===== config.mk =====
export PLATFORM = sky130hd
export DESIGN_NAME = writeback_unit
export DESIGN_NICKNAME = d
export VERILOG_FILES = /design/src/rtl/writeback_unit.sv
export SDC_FILE = /design/constraint.sdc
export NUM_CORES = 1
export LEC_CHECK = 0
export CAP_MARGIN = 5
export CORE_MARGIN = 10
export CORE_UTILIZATION = 40
export CTS_BUF_LIST = sky130_fd_sc_hd__clkbuf_4
export DETAILED_ROUTE_END_ITERATION = 10
export GPL_TIMING_DRIVEN = 0
export PLACE_DENSITY = 0.83
export SLEW_MARGIN = 40
export SYNTH_ARGS = -nofsm -noshare
export SYNTH_HDL_FRONTEND = slang
export SYNTH_SLANG_ARGS = --single-unit

===== constraint.sdc =====
create_clock -name clk -period 2.4 [get_ports clk]
set_input_delay 0.48 -clock clk [delete_from_list [all_inputs] [get_ports clk]]
set_output_delay 0.48 -clock clk [all_outputs]
set_load 0.02 [all_outputs]

===== src/rtl/writeback_unit.sv =====
// Writeback stage: accepts retiring instructions, waits for and extends load data,
// and drives the register file write port for one cycle per retiring instruction.
module writeback_unit #(
  parameter int XLEN = 32
) (
  input  logic            clk,
  input  logic            rst_n,
  input  logic            in_valid,
  output logic            in_ready,
  input  logic [1:0]      in_kind,
  input  logic [4:0]      in_rd,
  input  logic [2:0]      in_funct3,
  input  logic [1:0]      in_addr_lo,
  input  logic [XLEN-1:0] in_result,
  input  logic            mem_rvalid,
  input  logic [XLEN-1:0] mem_rdata,
  output logic [XLEN-1:0] rddata,
  output logic [4:0]      rdsel,
  output logic            phase_writeback,
  output logic            pending_valid,
  output logic [4:0]      pending_rd,
  output logic            retire,
  output logic            load_fault
);

  typedef enum logic [1:0] {
    IDLE,
    WAIT_MEM,
    WRITE
  } state_t;

  localparam logic [1:0] KIND_ALU  = 2'b00;
  localparam logic [1:0] KIND_LOAD = 2'b01;

  state_t          state_q, state_d;
  logic [4:0]      rd_q, rd_d;
  logic [2:0]      funct3_q, funct3_d;
  logic [1:0]      addr_lo_q, addr_lo_d;
  logic [XLEN-1:0] rddata_q, rddata_d;
  logic [4:0]      rdsel_q, rdsel_d;
  logic            wb_q, wb_d;
  logic            retire_q, retire_d;
  logic            fault_q, fault_d;

  logic            accept;
  logic            load_legal;
  logic [7:0]      byte_sel;
  logic [15:0]     half_sel;
  logic [XLEN-1:0] load_data;

  assign in_ready = (state_q != WAIT_MEM);
  assign accept   = in_valid & in_ready;

  // Legality is judged on the incoming request so a bad load never enters WAIT_MEM.
  always_comb begin
    case (in_funct3)
      3'b000, 3'b100: load_legal = 1'b1;
      3'b001, 3'b101: load_legal = ~in_addr_lo[0];
      3'b010:         load_legal = (in_addr_lo == 2'b00);
      default:        load_legal = 1'b0;
    endcase
  end

  always_comb begin
    byte_sel = mem_rdata[{addr_lo_q, 3'b000} +: 8];
    half_sel = mem_rdata[{addr_lo_q[1], 4'b0000} +: 16];
    case (funct3_q)
      3'b000:  load_data = {{(XLEN-8){byte_sel[7]}}, byte_sel};
      3'b001:  load_data = {{(XLEN-16){half_sel[15]}}, half_sel};
      3'b100:  load_data = {{(XLEN-8){1'b0}}, byte_sel};
      3'b101:  load_data = {{(XLEN-16){1'b0}}, half_sel};
      default: load_data = mem_rdata;
    endcase
  end

  always_comb begin
    state_d   = (state_q == WAIT_MEM) ? WAIT_MEM : IDLE;
    rd_d      = rd_q;
    funct3_d  = funct3_q;
    addr_lo_d = addr_lo_q;
    rddata_d  = rddata_q;
    rdsel_d   = rdsel_q;
    wb_d      = 1'b0;
    retire_d  = 1'b0;
    fault_d   = 1'b0;

    if (state_q == WAIT_MEM && mem_rvalid) begin
      state_d  = WRITE;
      rddata_d = load_data;
      rdsel_d  = rd_q;
      wb_d     = (rd_q != 5'd0);
      retire_d = 1'b1;
    end

    // Accepting in WRITE overrides the return to IDLE, giving one writeback per cycle.
    if (accept) begin
      rd_d      = in_rd;
      funct3_d  = in_funct3;
      addr_lo_d = in_addr_lo;
      case (in_kind)
        KIND_ALU: begin
          state_d  = WRITE;
          rddata_d = in_result;
          rdsel_d  = in_rd;
          wb_d     = (in_rd != 5'd0);
          retire_d = 1'b1;
        end
        KIND_LOAD: begin
          if (load_legal) begin
            state_d = WAIT_MEM;
          end else begin
            state_d  = IDLE;
            fault_d  = 1'b1;
            retire_d = 1'b1;
          end
        end
        default: begin
          state_d  = IDLE;
          retire_d = 1'b1;
        end
      endcase
    end
  end

  always_ff @(posedge clk) begin
    if (rst_n) begin
      state_q   <= IDLE;
      rd_q      <= 5'd0;
      funct3_q  <= 3'd0;
      addr_lo_q <= 2'd0;
      rddata_q  <= '0;
      rdsel_q   <= 5'd0;
      wb_q      <= 1'b0;
      retire_q  <= 1'b0;
      fault_q   <= 1'b0;
    end else begin
      state_q   <= state_d;
      rd_q      <= rd_d;
      funct3_q  <= funct3_d;
      addr_lo_q <= addr_lo_d;
      rddata_q  <= rddata_d;
      rdsel_q   <= rdsel_d;
      wb_q      <= wb_d;
      retire_q  <= retire_d;
      fault_q   <= fault_d;
    end
  end

  assign rddata          = rddata_q;
  assign rdsel           = rdsel_q;
  assign phase_writeback = wb_q;
  assign retire          = retire_q;
  assign load_fault      = fault_q;
  assign pending_rd      = rd_q;
  assign pending_valid   = ((state_q == WAIT_MEM) || (state_q == WRITE)) && (rd_q != 5'd0);

endmodule


Word level (Yosys, flattened, before mapping)
Index checks and enable logic that the tools add are counted.
{"block": "word_totals", "ff_bits": 52, "input_bits": 80, "word_cells": 59}
{"block": "op_classes", "n_eq_ne": 11, "shifts": 2, "mux": 21, "n_bitwise": 4, "reduce_logical": 12}
{"op": "32-bit one-hot mux with 4 select lines", "count": 1}
{"op": "32-bit two-way mux", "count": 3}
{"op": "32-bit by 6-bit indexed part select with 16-bit output", "count": 1}
{"op": "32-bit by 6-bit indexed part select with 8-bit output", "count": 1}
{"op": "5-bit two-way mux", "count": 3}
{"op": "3-bit == test (second input constant)", "count": 4}
{"op": "1-bit two-way mux", "count": 10}
{"op": "5-bit nonzero test", "count": 2}
{"op": "3-bit by 1-bit == test with 1-bit output (second input constant)", "count": 2}
{"op": "3-bit logical NOT", "count": 2}
{"op": "2-bit by 1-bit == test with 1-bit output (second input constant)", "count": 2}
{"op": "2-bit logical NOT", "count": 2}
{"op": "2-bit two-way mux", "count": 2}
{"op": "2-bit one-hot mux with 2 select lines", "count": 1}
{"op": "2-bit OR reduction", "count": 2}
{"op": "3-bit by 2-bit == test with 1-bit output (second input constant)", "count": 1}
{"op": "1-bit NOT", "count": 3}
{"op": "1-bit one-hot mux with 3 select lines", "count": 1}
{"op": "3-bit OR reduction", "count": 1}
{"op": "2-bit == test (second input constant)", "count": 1}
{"op": "1-bit logical AND", "count": 2}
{"op": "2-bit by 1-bit inequality test with 1-bit output (second input constant)", "count": 1}
{"op": "1-bit bitwise AND", "count": 1}
{"op": "1-bit logical OR", "count": 1}

Longest topological paths before layout
Gate-level depths: netlist of the first run.
{"block": "depth", "ltp_word": 6, "ltp_mapped": 8}

Least setup slack after synthesis of the first run
Ideal clock, no wire load.
{"block": "synth_timing", "path_type": "register to register", "startpoint": "register state_q[1]", "endpoint": "register rddata_q[27] (netlist: rddata[27])", "setup_time_ns": 0.100, "t_arrival_ns": 1.641, "setup_slack_ns": 0.659, "path_stages_with_launch": 9, "cell_sequence": "dfxtp_1 > inv_1 > ha_1 > nand2b_4 > or3_1 > nand2_1 > buf_2 > nor2_1 > a2111oi_4"}
{"block": "synth_between", "elab_chain_len": 5}
{"item": "start: declaration", "line": "35", "text": "state_t state_q, state_d;"}
{"item": "start signal: assignment", "line": "137", "text": "state_q <= state_d;"}
{"item": "2-bit by 1-bit == test with 1-bit output", "line": "87", "text": "if (state_q == WAIT_MEM && mem_rvalid) begin"}
{"item": "1-bit logical AND", "line": "87"}
{"item": "32-bit two-way mux", "line": "87"}
{"item": "32-bit two-way mux", "line": "100", "text": "case (in_kind)"}
{"item": "32-bit two-way mux *", "line": "96", "text": "if (accept) begin"}
{"item": "end signal: assignment", "line": "141", "text": "rddata_q <= rddata_d;"}
{"item": "end: declaration", "line": "39", "text": "logic [XLEN-1:0] rddata_q, rddata_d;"}
Every way passes the cells marked *; elsewhere a longest branch is shown, timed or not.
A chain may end at the register's enable or synchronous reset.

Worst setup path after layout of the first run
{"block": "layout_timing", "startpoint": "register state_q[1]", "endpoint": "output pending_valid"}
{"block": "layout_between", "elab_chain_len": 3}
{"item": "2-bit by 1-bit == test with 1-bit output or 2-bit == test (tied branches)", "line": "155", "text": "assign pending_valid = ((state_q == WAIT_MEM) || (state_q == WRITE)) && (rd_q != 5'd0);"}
{"item": "1-bit logical OR *", "line": "155"}
{"item": "1-bit logical AND *", "line": "155"}
{"item": "end: declaration", "line": "20", "text": "output logic pending_valid,"}
Marks and branches as above.

==> results of run 1 <==
[routing by layer]
metal,GRT usage (%),part of all wire [%],up-vias
li1,-,-,1610
met1,22.12,41,1536
met2,33.20,48,140
met3,6.760,9.0,19
met4,5.588,2.0,0
met5,0,0,-
[sequential cells by signal, summed over array words and instances (netlist names), 2 cells and up]
name and count:
funct3_q 3, addr_lo_q 2, rdsel 5, pending_rd 5
rddata 32, state_q 2
[area by class of cell]
class | instances | area share (%)
buffer | 30 | 3.153
clock inverter | 3 | 0.7739
inverter | 4 | 0.3439
clock buffer | 5 | 0.8598
multi-input combinational | 294 | 39.52
timing repair buffer | 125 | 28.66
sequential | 52 | 23.85
tap | 99 | 2.837
[cells in the mapped netlist (all sizes together)]
master | number | area share (%)
clkinv | 1 | 0.13
o41ai | 1 | 0.30
nor2 | 76 | 9.9
nand3 | 7 | 1.2
and2 | 1 | 0.21
nand2b | 4 | 1.1
o2111ai | 7 | 2.1
nor4 | 6 | 1.3
a32oi | 1 | 0.30
or4 | 1 | 0.26
a2bb2oi | 1 | 0.30
a211oi | 16 | 4.3
o21bai | 7 | 1.8
nor2b | 11 | 2.4
nand2 | 56 | 7.2
dfxtp | 52 | 36
a22oi | 1 | 0.43
nand4 | 2 | 0.43
or3 | 1 | 0.21
o21ai | 17 | 2.9
buf | 10 | 2.1
clkbuf | 20 | 2.6
a2111oi | 16 | 10
ha | 1 | 0.43
inv | 3 | 0.39
a21o | 1 | 0.26
o31ai | 7 | 1.8
mux2 | 4 | 1.5
nor3 | 11 | 2.1
a21oi | 38 | 6.5
[cell usage in the layout, fill, tap and decap left out, types with 2 or more instances in the layout]
cell	n
o2111ai_1	7
o31ai_1	7
nand3_1	7
buf_4	2
a211oi_1	15
nand4_1	2
dfxtp_1	52
nor3_1	10
nor4_1	6
nor2_1	75
nor2b_1	11
a21oi_1	38
clkdlybuf4s50_1	125
clkbuf_4	5
clkbuf_2	2
mux2_2	4
a2111oi_0	6
a2111oi_4	7
nand2_1	56
clkbuf_1	18
buf_2	6
o21bai_1	7
a2111oi_2	3
inv_1	3
nand2b_1	3
o21ai_0	17
[metrics by stage]
stage	hold WS [ns]	cell area (um2)	TNS (ns)	utilization [%]
final	0.4814	4365	0	60.84
after global placement	0.4779	4292	-1.805	59.81
after CTS	0.4793	4363	0	60.80
after global routing	0.4776	4365	0	60.84
after floorplan	0.4732	2917	0	-
after detailed placement	0.4852	4292	-2.130	59.81
[path summary, 6_finish.rpt]
path                                             from               endpoint  slack, ns
worst min-delay path                            rst_n  rddata[16]$_SDFF_PP0_       0.48
worst min register to register    rdsel[1]$_SDFF_PP0_    rdsel[1]$_SDFF_PP0_       0.51
worst max-delay path            state_q[1]$_SDFF_PP0_          pending_valid       0.10
worst max register to register  state_q[1]$_SDFF_PP0_   rddata[0]$_SDFF_PP0_       0.23
[power by group through the flow]
| stage | sequential (mW) | combinational (mW) | clock (mW) |
|---|---|---|---|
| floorplan | 1.02 | 0.228 | 0 |
| global placement | 0.964 | 0.577 | 0 |
| detailed placement | 0.966 | 0.586 | 0 |
| CTS | 0.948 | 0.589 | 0.461 |
| global route | 0.955 | 0.634 | 0.500 |
| finish | 0.949 | 0.590 | 0.462 |
[critical path: stages (launching register included)]
cell,delay (ns)
dfxtp_1,0.35
inv_1,0.04
ha_1,0.27
a21oi_1,0.14
clkdlybuf4s50_1,0.63
[kinds of logic after synthesis]
family	after synthesis
muxes	4
AOI/OAI and AO/OA	113
and+or+nand+nor	176
adders and majority gates	1
DFF	52
buffers and inverters	34
==> impl_metrics.json, run 1 <==
{
  "root_buffer": "clkbuf_4",
  "drive_gt1_share_pct": 7.407,
  "drtAntennaViolNets": 0,
  "intPower_mw": 1.341,
  "ir_worst_vdd_mv": 0.3503,
  "cts_hold_buf": 0,
  "finalHoldViolCount": 0,
  "cp.arrival_ns": 1.82,
  "clk_pin_slew_ns": 0.17,
  "finalSetupViolations": 0,
  "fmaxAchievable_mhz": 435.4,
  "drc": 0,
  "syn_nets": 461,
  "gp_congestion": 0.9519,
  "drt_first_pass_iters": 4,
  "p_clk_share_pct": 23.1,
  "synth_seq_cells": 52,
  "pre_cts_slack_ns": -0.2253,
  "place_hpwl_um": 8918,
  "clockBufferDepth": 2,
  "grt_overflow": 0,
  "tritoncts": "done",
  "ys_warn_count": 0,
  "hold_depth": 2,
  "end_kind": "output port",
  "comb_power_share_pct": 29.5,
  "tightestPinTransition_ns": 0.7204,
  "nets": 593,
  "worstPathMaxFanout": 1,
  "ff2ff_path_depth": 7,
  "skew_ns": 0.01530,
  "rows": 31,
  "grt_pass1_wl_um": 17820,
  "post_cts_resized": 0,
  "synthMuxAreaShare_pct": 1.544,
  "diodes": 0,
  "wire_per_inst_um": 18.27,
  "die_w_um": 105.4,
  "finalWorstSetupSlack_ns": 0.1032,
  "synth_xor_area_share_pct": 0,
  "portBuffers": 125,
  "netlist_area_mm2": 0.002917,
  "finalWirelength_um": 11180,
  "timing.final.crit_period_ns": 2.297,
  "drv_cap": 0,
  "vias": 3305,
  "antenna_found_initial": 0,
  "post-cts-setup-buffers": 0,
  "yosys.area_share.simple_pct": 26.21,
  "seq_area_mm2": 0.001041,
  "synth-compound-area-share_pct": 30.97,
  "grt_max_degree": 20,
  "cts_buffers": 5,
  "yosys.area_share.adder_pct": 0.4290,
  "clk_latency_ns": 0.39,
  "required_ns": 1.92,
  "critPathKind": "flip-flop to output port",
  "clkSinkCount": 52,
  "drt-initial-drc-count": 195,
  "status": "complete, no violations",
  "io_pins": 127,
  "cp-start-kind": "flip-flop",
  "power.total_mw": 2.000,
  "synth_cells": 380,
  "instances_no_fill": 612,
  "finalMaxSlewViolations": 0,
  "slew_headroom_pct": 51.60,
  "period_share_pct": 95.70,
  "grt_pass1_vias": 3479,
  "dp_cells": 604,
  "htreeDepth": 2,
  "synth_cell_types": 39,
  "hp-class": "input pin to flip-flop",
  "synth_top_family_by_area": "compound AO/OA/AOI/OAI gates",
  "dieArea_mm2": 0.01111,
  "sw_frac_of_total_pct": 32.94,
  "yosysSeqAreaShare_pct": 35.69,
  "power_density_mw_per_mm2": 458.2,
  "pwr-share-seq_pct": 47.4,
  "p_leak_nw": 1.493,
  "synthToLayoutAreaGrowth_pct": 49.68,
  "start_util_pct": 40.65,
  "p_switching_mw": 0.6589,
  "rsz0062_at_grt": "no",
  "syn_avg_cell_area_um2": 7.675,
  "core_mm2": 0.007176,
  "multiInputGateArea_mm2": 0.001725,
  "fillCellCount": 645,
  "die_h_um": 105.4,
  "viasPerCell": 5.400,
  "grtUsageTotal_pct": 19.33
}
Power figures use the tool's default switching activity.
==> inputs of run 2 (changes only) <==
- ABC_AREA: unset -> 1
- HOLD_SLACK_MARGIN: unset -> 0.02
- PLACE_DENSITY: 0.83 -> 0.81
- clock period: 2.4 -> 2.8 ns (I/O delays scaled with it)
==> run 2 against run 1 <==
Sequential share of layout area down 1.0 points; register-to-register slack better by 0.91 ns; critical path depth grew 2; power shrank 11%; non-clock buffer count fell by 1; setup slack better by 0.35 ns; utilization decreased by 1.2 points; hold slack better by 0.022 ns; sequential cell count unchanged; sequential power down 14%; first-iteration DRC count shrank 21%; routed wire length shrank 0.13%; largest cell class unchanged.
==> impl_metrics.json, run 2 <==
{
  "synth_cells": 488,
  "gp_congestion": 0.8651,
  "fillCellCount": 747,
  "grtUsageTotal_pct": 18.67,
  "post_cts_resized": 0,
  "die_h_um": 108.1,
  "clk_pin_slew_ns": 0.18,
  "finalWorstSetupSlack_ns": 0.4536,
  "r2r_end": "rddata[8]$_SDFF_PP0_",
  "yosysMostFrequentCell": "nand2_1",
  "p_switching_mw": 0.6147,
  "drt_first_pass_iters": 4,
  "worstPathMaxFanout": 1,
  "synthTopCellsByArea": "dfxtp_1, nand2_1, nor2_1, o21ai_0, a21oi_1",
  "rsz0062_at_grt": "no",
  "p_leak_nw": 1.992,
  "netlist_area_mm2": 0.003104,
  "synth_edf_count": 0,
  "pre_cts_slack_ns": 0.7270,
  "final_cell_mix": "clkdlybuf4s50_1, nand2_1, nor2_1",
  "start_util_pct": 40.59,
  "ir_worst_vdd_mv": 0.1773,
  "min_from": "rdsel[4]$_SDFF_PP0_",
  "slew_headroom_pct": 66.17,
  "root_buffer": "clkbuf_4",
  "drt-initial-drc-count": 154,
  "period_share_pct": 83.80,
  "sw_frac_of_total_pct": 34.42,
  "wire_per_inst_um": 15.42,
  "layout_commonest_cell": "clkdlybuf4s50_1",
  "clk_latency_ns": 0.39,
  "clkSinkCount": 52,
  "portBuffers": 126,
  "grt_max_degree": 19,
  "cp-start-kind": "flip-flop",
  "placed_area_mm2": 0.004493,
  "dieArea_mm2": 0.01168,
  "grt_pass1_vias": 3578,
  "fmaxAchievable_mhz": 426.2,
  "timing.final.crit_period_ns": 2.346,
  "finalSetupViolations": 0,
  "synthTopCellsByCount": "nand2_1, nor2_1, o21ai_0, a21oi_1, dfxtp_1",
  "end_kind": "output port",
  "io_pins": 127,
  "final_cell_area_mm2": 0.004558,
  "intPower_mw": 1.171,
  "synth_top_area_share_pct": 33.53,
  "clockBufferDepth": 2,
  "reg2reg_slack_ns": 1.14,
  "skew_ns": 0.01137,
  "largest_reg_flops": 32,
  "reg2reg_from": "state_q[1]$_SDFF_PP0_",
  "hold_depth": 2,
  "drv_cap": 0,
  "rows": 32,
  "synthToLayoutAreaGrowth_pct": 46.84,
  "syn_nets": 569,
  "cts_buffers": 5,
  "pwr-share-seq_pct": 45.5,
  "required_ns": 2.24,
  "drive_gt1_share_pct": 9.486,
  "core_mm2": 0.007647,
  "finalMaxSlewViolations": 0,
  "synth_top_area_cell": "dfxtp_1",
  "p_clk_share_pct": 21.4,
  "cp.arrival_ns": 1.79,
  "htreeDepth": 2,
  "hp-class": "flip-flop to flip-flop",
  "syn_avg_cell_area_um2": 6.361,
  "synth_seq_cells": 52,
  "antenna_found_initial": 0,
  "cts_hold_buf": 0,
  "place_hpwl_um": 9178,
  "ff2ff_path_depth": 7,
  "comb_power_share_pct": 33.1,
  "status": "complete, no violations",
  "tns_ns": 0,
  "diodes": 0,
  "vias": 3557,
  "synth_cell_types": 30,
  "yosysSeqAreaShare_pct": 33.53,
  "tightestPinTransition_ns": 0.5074,
  "tritoncts": "done",
  "grt_overflow": 0,
  "drc": 0,
  "ys.flop_type": "dfxtp_1",
  "power_density_mw_per_mm2": 391.8,
  "hold_end": "rdsel[4]$_SDFF_PP0_",
  "async_flop_share_pct": 0,
  "critPathKind": "flip-flop to output port",
  "finalWirelength_um": 11170,
  "viasPerCell": 4.913,
  "ys_warn_count": 0,
  "nets": 702,
  "finalHoldViolCount": 0,
  "grt_pass1_wl_um": 17860,
  "die_w_um": 108.1,
  "drtAntennaViolNets": 0,
  "post-cts-setup-buffers": 0
}
run 2: cells by family after synthesis:
family | Yosys count | synth area share (%)
adders and majority gates | 1 | 0.4030
DFF | 52 | 33.53
AOI/OAI and AO/OA | 137 | 23.70
buffers and inverters | 77 | 12.29
and+or+nand+nor | 221 | 30.07
run 2: cell type report:
| class | count | area [um2] | area share, % |
|---|---|---|---|
| repair buffers | 126 | 1261 | 27.67 |
| inverters | 49 | 193.9 | 4.255 |
| clock buffers | 5 | 37.54 | 0.8235 |
| well taps | 102 | 127.6 | 2.800 |
| clock inverters | 3 | 27.53 | 0.6039 |
| multi-input cells | 359 | 1682 | 36.89 |
| plain buffers | 28 | 187.7 | 4.117 |
| flip-flops and latches | 52 | 1041 | 22.84 |
run 2: metrics by stage:
| step | power, mW | util [%] | hold slack, ns | cells |
|---|---|---|---|---|
| finish | 1.786 | 59.60 | 0.5033 | 724 |
| global route | 1.885 | 59.60 | 0.5327 | 724 |
| CTS | 1.793 | 59.60 | 0.5033 | 724 |
| detailed placement | 1.419 | 58.75 | 0.4792 | 716 |
| global placement | 1.408 | 58.75 | 0.4671 | 716 |
| floorplan | 1.141 | - | 0.4927 | 488 |
run 2: how the worst max path moves through the flow:
stage / startpoint / to / depth (start not counted) / slack, ns
2_1_floorplan: state_q[1]$_SDFF_PP0_ / rdsel[0]$_SDFF_PP0_ / 10 / 1.34
3_3_place_gp: rst_n / rddata[10]$_SDFF_PP0_ / 6 / 0.74
3_5_place_dp: mem_rvalid / rddata[8]$_SDFF_PP0_ / 6 / 0.73
4_1_cts: state_q[1]$_SDFF_PP0_ / pending_valid / 6 / 0.43
5_1_grt: state_q[1]$_SDFF_PP0_ / pending_valid / 6 / 0.34
6_report: state_q[1]$_SDFF_PP0_ / pending_valid / 6 / 0.45
run 2: routing by layer:
metal  GRT usage (%)  up-vias  routed length, um
met5               0        -                  0
met4           3.626        0                 99
met3           7.079        8               1073
met2           31.55      111               5232
met1           22.11     1607               4759
li1                -     1831                  -
run 2: power groups by stage:
stage | logic (mW) | registers (mW) | clock network (mW)
2_1_floorplan | 0.267 | 0.874 | 0
3_3_place_gp | 0.581 | 0.826 | 0
3_5_place_dp | 0.590 | 0.829 | 0
4_1_cts | 0.593 | 0.813 | 0.387
5_1_grt | 0.647 | 0.819 | 0.419
6_report | 0.591 | 0.813 | 0.382
run 2: critical path: stages, from the launching register on:
cell	delay, ns
dfxtp_1	0.35
inv_1	0.04
ha_1	0.26
inv_1	0.05
nand2_1	0.04
inv_1	0.05
clkdlybuf4s50_1	0.61
==> inputs of run 3 (changes only) <==
- clock period: 2.8 -> 2.2 ns (I/O delays scaled with it)
==> run 3 against run 2 <==
Hold slack did not move; non-clock buffer count unchanged; global-route usage did not move; utilization barely moved; cell count did not move; via count is the same; sequential cell count unchanged; clock-buffer cell count stayed put; clock power is 27% higher; die area unchanged; first-iteration DRC count did not move.
==> impl_metrics.json, run 3 (synthesis results as in run 2) <==
{
  "ir_worst_vdd_mv": 0.2257,
  "tns_ns": 0,
  "comb_power_share_pct": 33.0,
  "drive_gt1_share_pct": 9.486,
  "critical_path.max_stage_delay_ns": 0.61,
  "cts_buffers": 5,
  "hp-class": "flip-flop to flip-flop",
  "viasPerCell": 4.913,
  "cp.depth": 4,
  "final_cell_mix": "clkdlybuf4s50_1, nand2_1, nor2_1",
  "grt_pass1_vias": 3578,
  "io_pins": 127,
  "pwr-share-seq_pct": 45.6,
  "power_density_mw_per_mm2": 498.6,
  "cp.arrival_ns": 1.66,
  "start_util_pct": 40.59,
  "vias": 3557,
  "worstPathMaxFanout": 3,
  "place_hpwl_um": 9178,
  "timing.final.crit_period_ns": 2.101,
  "rsz0062_at_grt": "no",
  "fillCellCount": 748,
  "tritoncts": "done",
  "hold_depth": 2,
  "finalMaxSlewViolations": 0,
  "synthToLayoutAreaGrowth_pct": 46.80,
  "p_clk_share_pct": 21.4,
  "finalSetupViolations": 0,
  "worstPathCellList": "inv_1 -> ha_1 -> inv_2 -> clkdlybuf4s50_1",
  "reg2reg_slack_ns": 0.54,
  "skew_ns": 0.01137,
  "layout_commonest_cell": "clkdlybuf4s50_1",
  "critPathKind": "flip-flop to output port",
  "dieArea_mm2": 0.01168,
  "antenna_found_initial": 0,
  "drt-initial-drc-count": 154,
  "grt_overflow": 0,
  "critical_path_buf_inv_count": 3,
  "grt_max_degree": 19,
  "power.total_mw": 2.272,
  "htreeDepth": 2,
  "largest_reg_flops": 32,
  "post_cts_resized": 1,
  "portBuffers": 126,
  "nets": 702,
  "cp-start-kind": "flip-flop",
  "diodes": 0,
  "post-cts-setup-buffers": 0,
  "status": "complete, no violations",
  "ff2ff_path_depth": 7,
  "finalWirelength_um": 11170,
  "gp_congestion": 0.8651,
  "grt_pass1_wl_um": 17860,
  "required_ns": 1.76,
  "drv_cap": 0,
  "clockBufferDepth": 2,
  "clk_pin_slew_ns": 0.18,
  "slowest_stage": "clkdlybuf4s50_1",
  "grtUsageTotal_pct": 18.67,
  "die_w_um": 108.1,
  "slew_headroom_pct": 66.17,
  "end_kind": "output port",
  "core_mm2": 0.007647,
  "drt_first_pass_iters": 4,
  "period_share_pct": 95.52,
  "rows": 32,
  "wire_per_inst_um": 15.42,
  "tightestPinTransition_ns": 0.5074,
  "sw_frac_of_total_pct": 34.43,
  "p_leak_nw": 1.996,
  "cts_hold_buf": 0,
  "clkSinkCount": 52,
  "die_h_um": 108.1,
  "root_buffer": "clkbuf_4",
  "fmaxAchievable_mhz": 475.9,
  "drc": 0,
  "cp_top_family": "buffers and inverters",
  "drtAntennaViolNets": 0,
  "clk_latency_ns": 0.39,
  "intPower_mw": 1.490,
  "finalHoldViolCount": 0,
  "p_switching_mw": 0.7823
}
==> run 3: cell types whose count changed in the layout (fill, tap and decap cells not counted), sizes merged <==
cell,previous run,this run
clkdlybuf4s50,126,125
dlygate4sd2,0,1
==> run 3: layout make-up <==
| cell class | count | area [um2] | area share [%] |
|---|---|---|---|
| Timing Repair Buffer | 126 | 1260 | 27.65 |
| Multi-Input combinational cell | 359 | 1682 | 36.90 |
| Clock inverter | 3 | 27.53 | 0.6041 |
| Sequential cell | 52 | 1041 | 22.84 |
| Buffer | 28 | 187.7 | 4.119 |
| Tap cell | 102 | 127.6 | 2.801 |
| Inverter | 49 | 193.9 | 4.256 |
| Clock buffer | 5 | 37.54 | 0.8237 |
==> run 3: worst reg2reg max path, delay by kind of cell (launching register included) <==
family | cells | cell delay [ns]
and+or+nand+nor | 1 | 0.21
AOI/OAI and AO/OA | 2 | 0.25
buffers and inverters | 3 | 0.58
adders and majority gates | 1 | 0.19
DFF | 1 | 0.35
==> run 3: per-stage QoR <==
stage	setup slack, ns	utilization (%)	cell area (um2)	hold WS, ns	std cells
2_1_floorplan	0.7433	-	3104	0.4927	488
3_3_place_gp	0.2608	58.75	4493	0.4671	716
3_5_place_dp	0.2470	58.75	4493	0.4792	716
4_1_cts	0.09005	59.59	4557	0.5033	724
5_1_grt	0.02064	59.59	4557	0.5327	724
6_report	0.09855	59.59	4557	0.5033	724
==> run 3: worst paths after layout <==
check,from,end
worst max-delay path,state_q[1]$_SDFF_PP0_,in_ready
worst min-delay path,rdsel[4]$_SDFF_PP0_,rdsel[4]$_SDFF_PP0_
worst max register to register,state_q[1]$_SDFF_PP0_,rddata[8]$_SDFF_PP0_
worst min register to register,rdsel[4]$_SDFF_PP0_,rdsel[4]$_SDFF_PP0_
==> run 3: power by group through the flow <==
stage	Combinational [mW]	Sequential, mW	Clock [mW]
2_1_floorplan	0.340	1.11	0
3_3_place_gp	0.740	1.05	0
3_5_place_dp	0.751	1.06	0
4_1_cts	0.754	1.04	0.492
5_1_grt	0.822	1.04	0.533
6_report	0.751	1.04	0.486
==> run 3: layer usage <==
metal / track usage [%] / routed length (um) / vias to the layer above / part of all wire, %
met4: 3.626 / 99 / 0 / 0.89
li1: - / - / 1831 / -
met1: 22.11 / 4759 / 1607 / 43
met5: 0 / 0 / - / 0
met3: 7.079 / 1073 / 8 / 9.6
met2: 31.55 / 5232 / 111 / 47
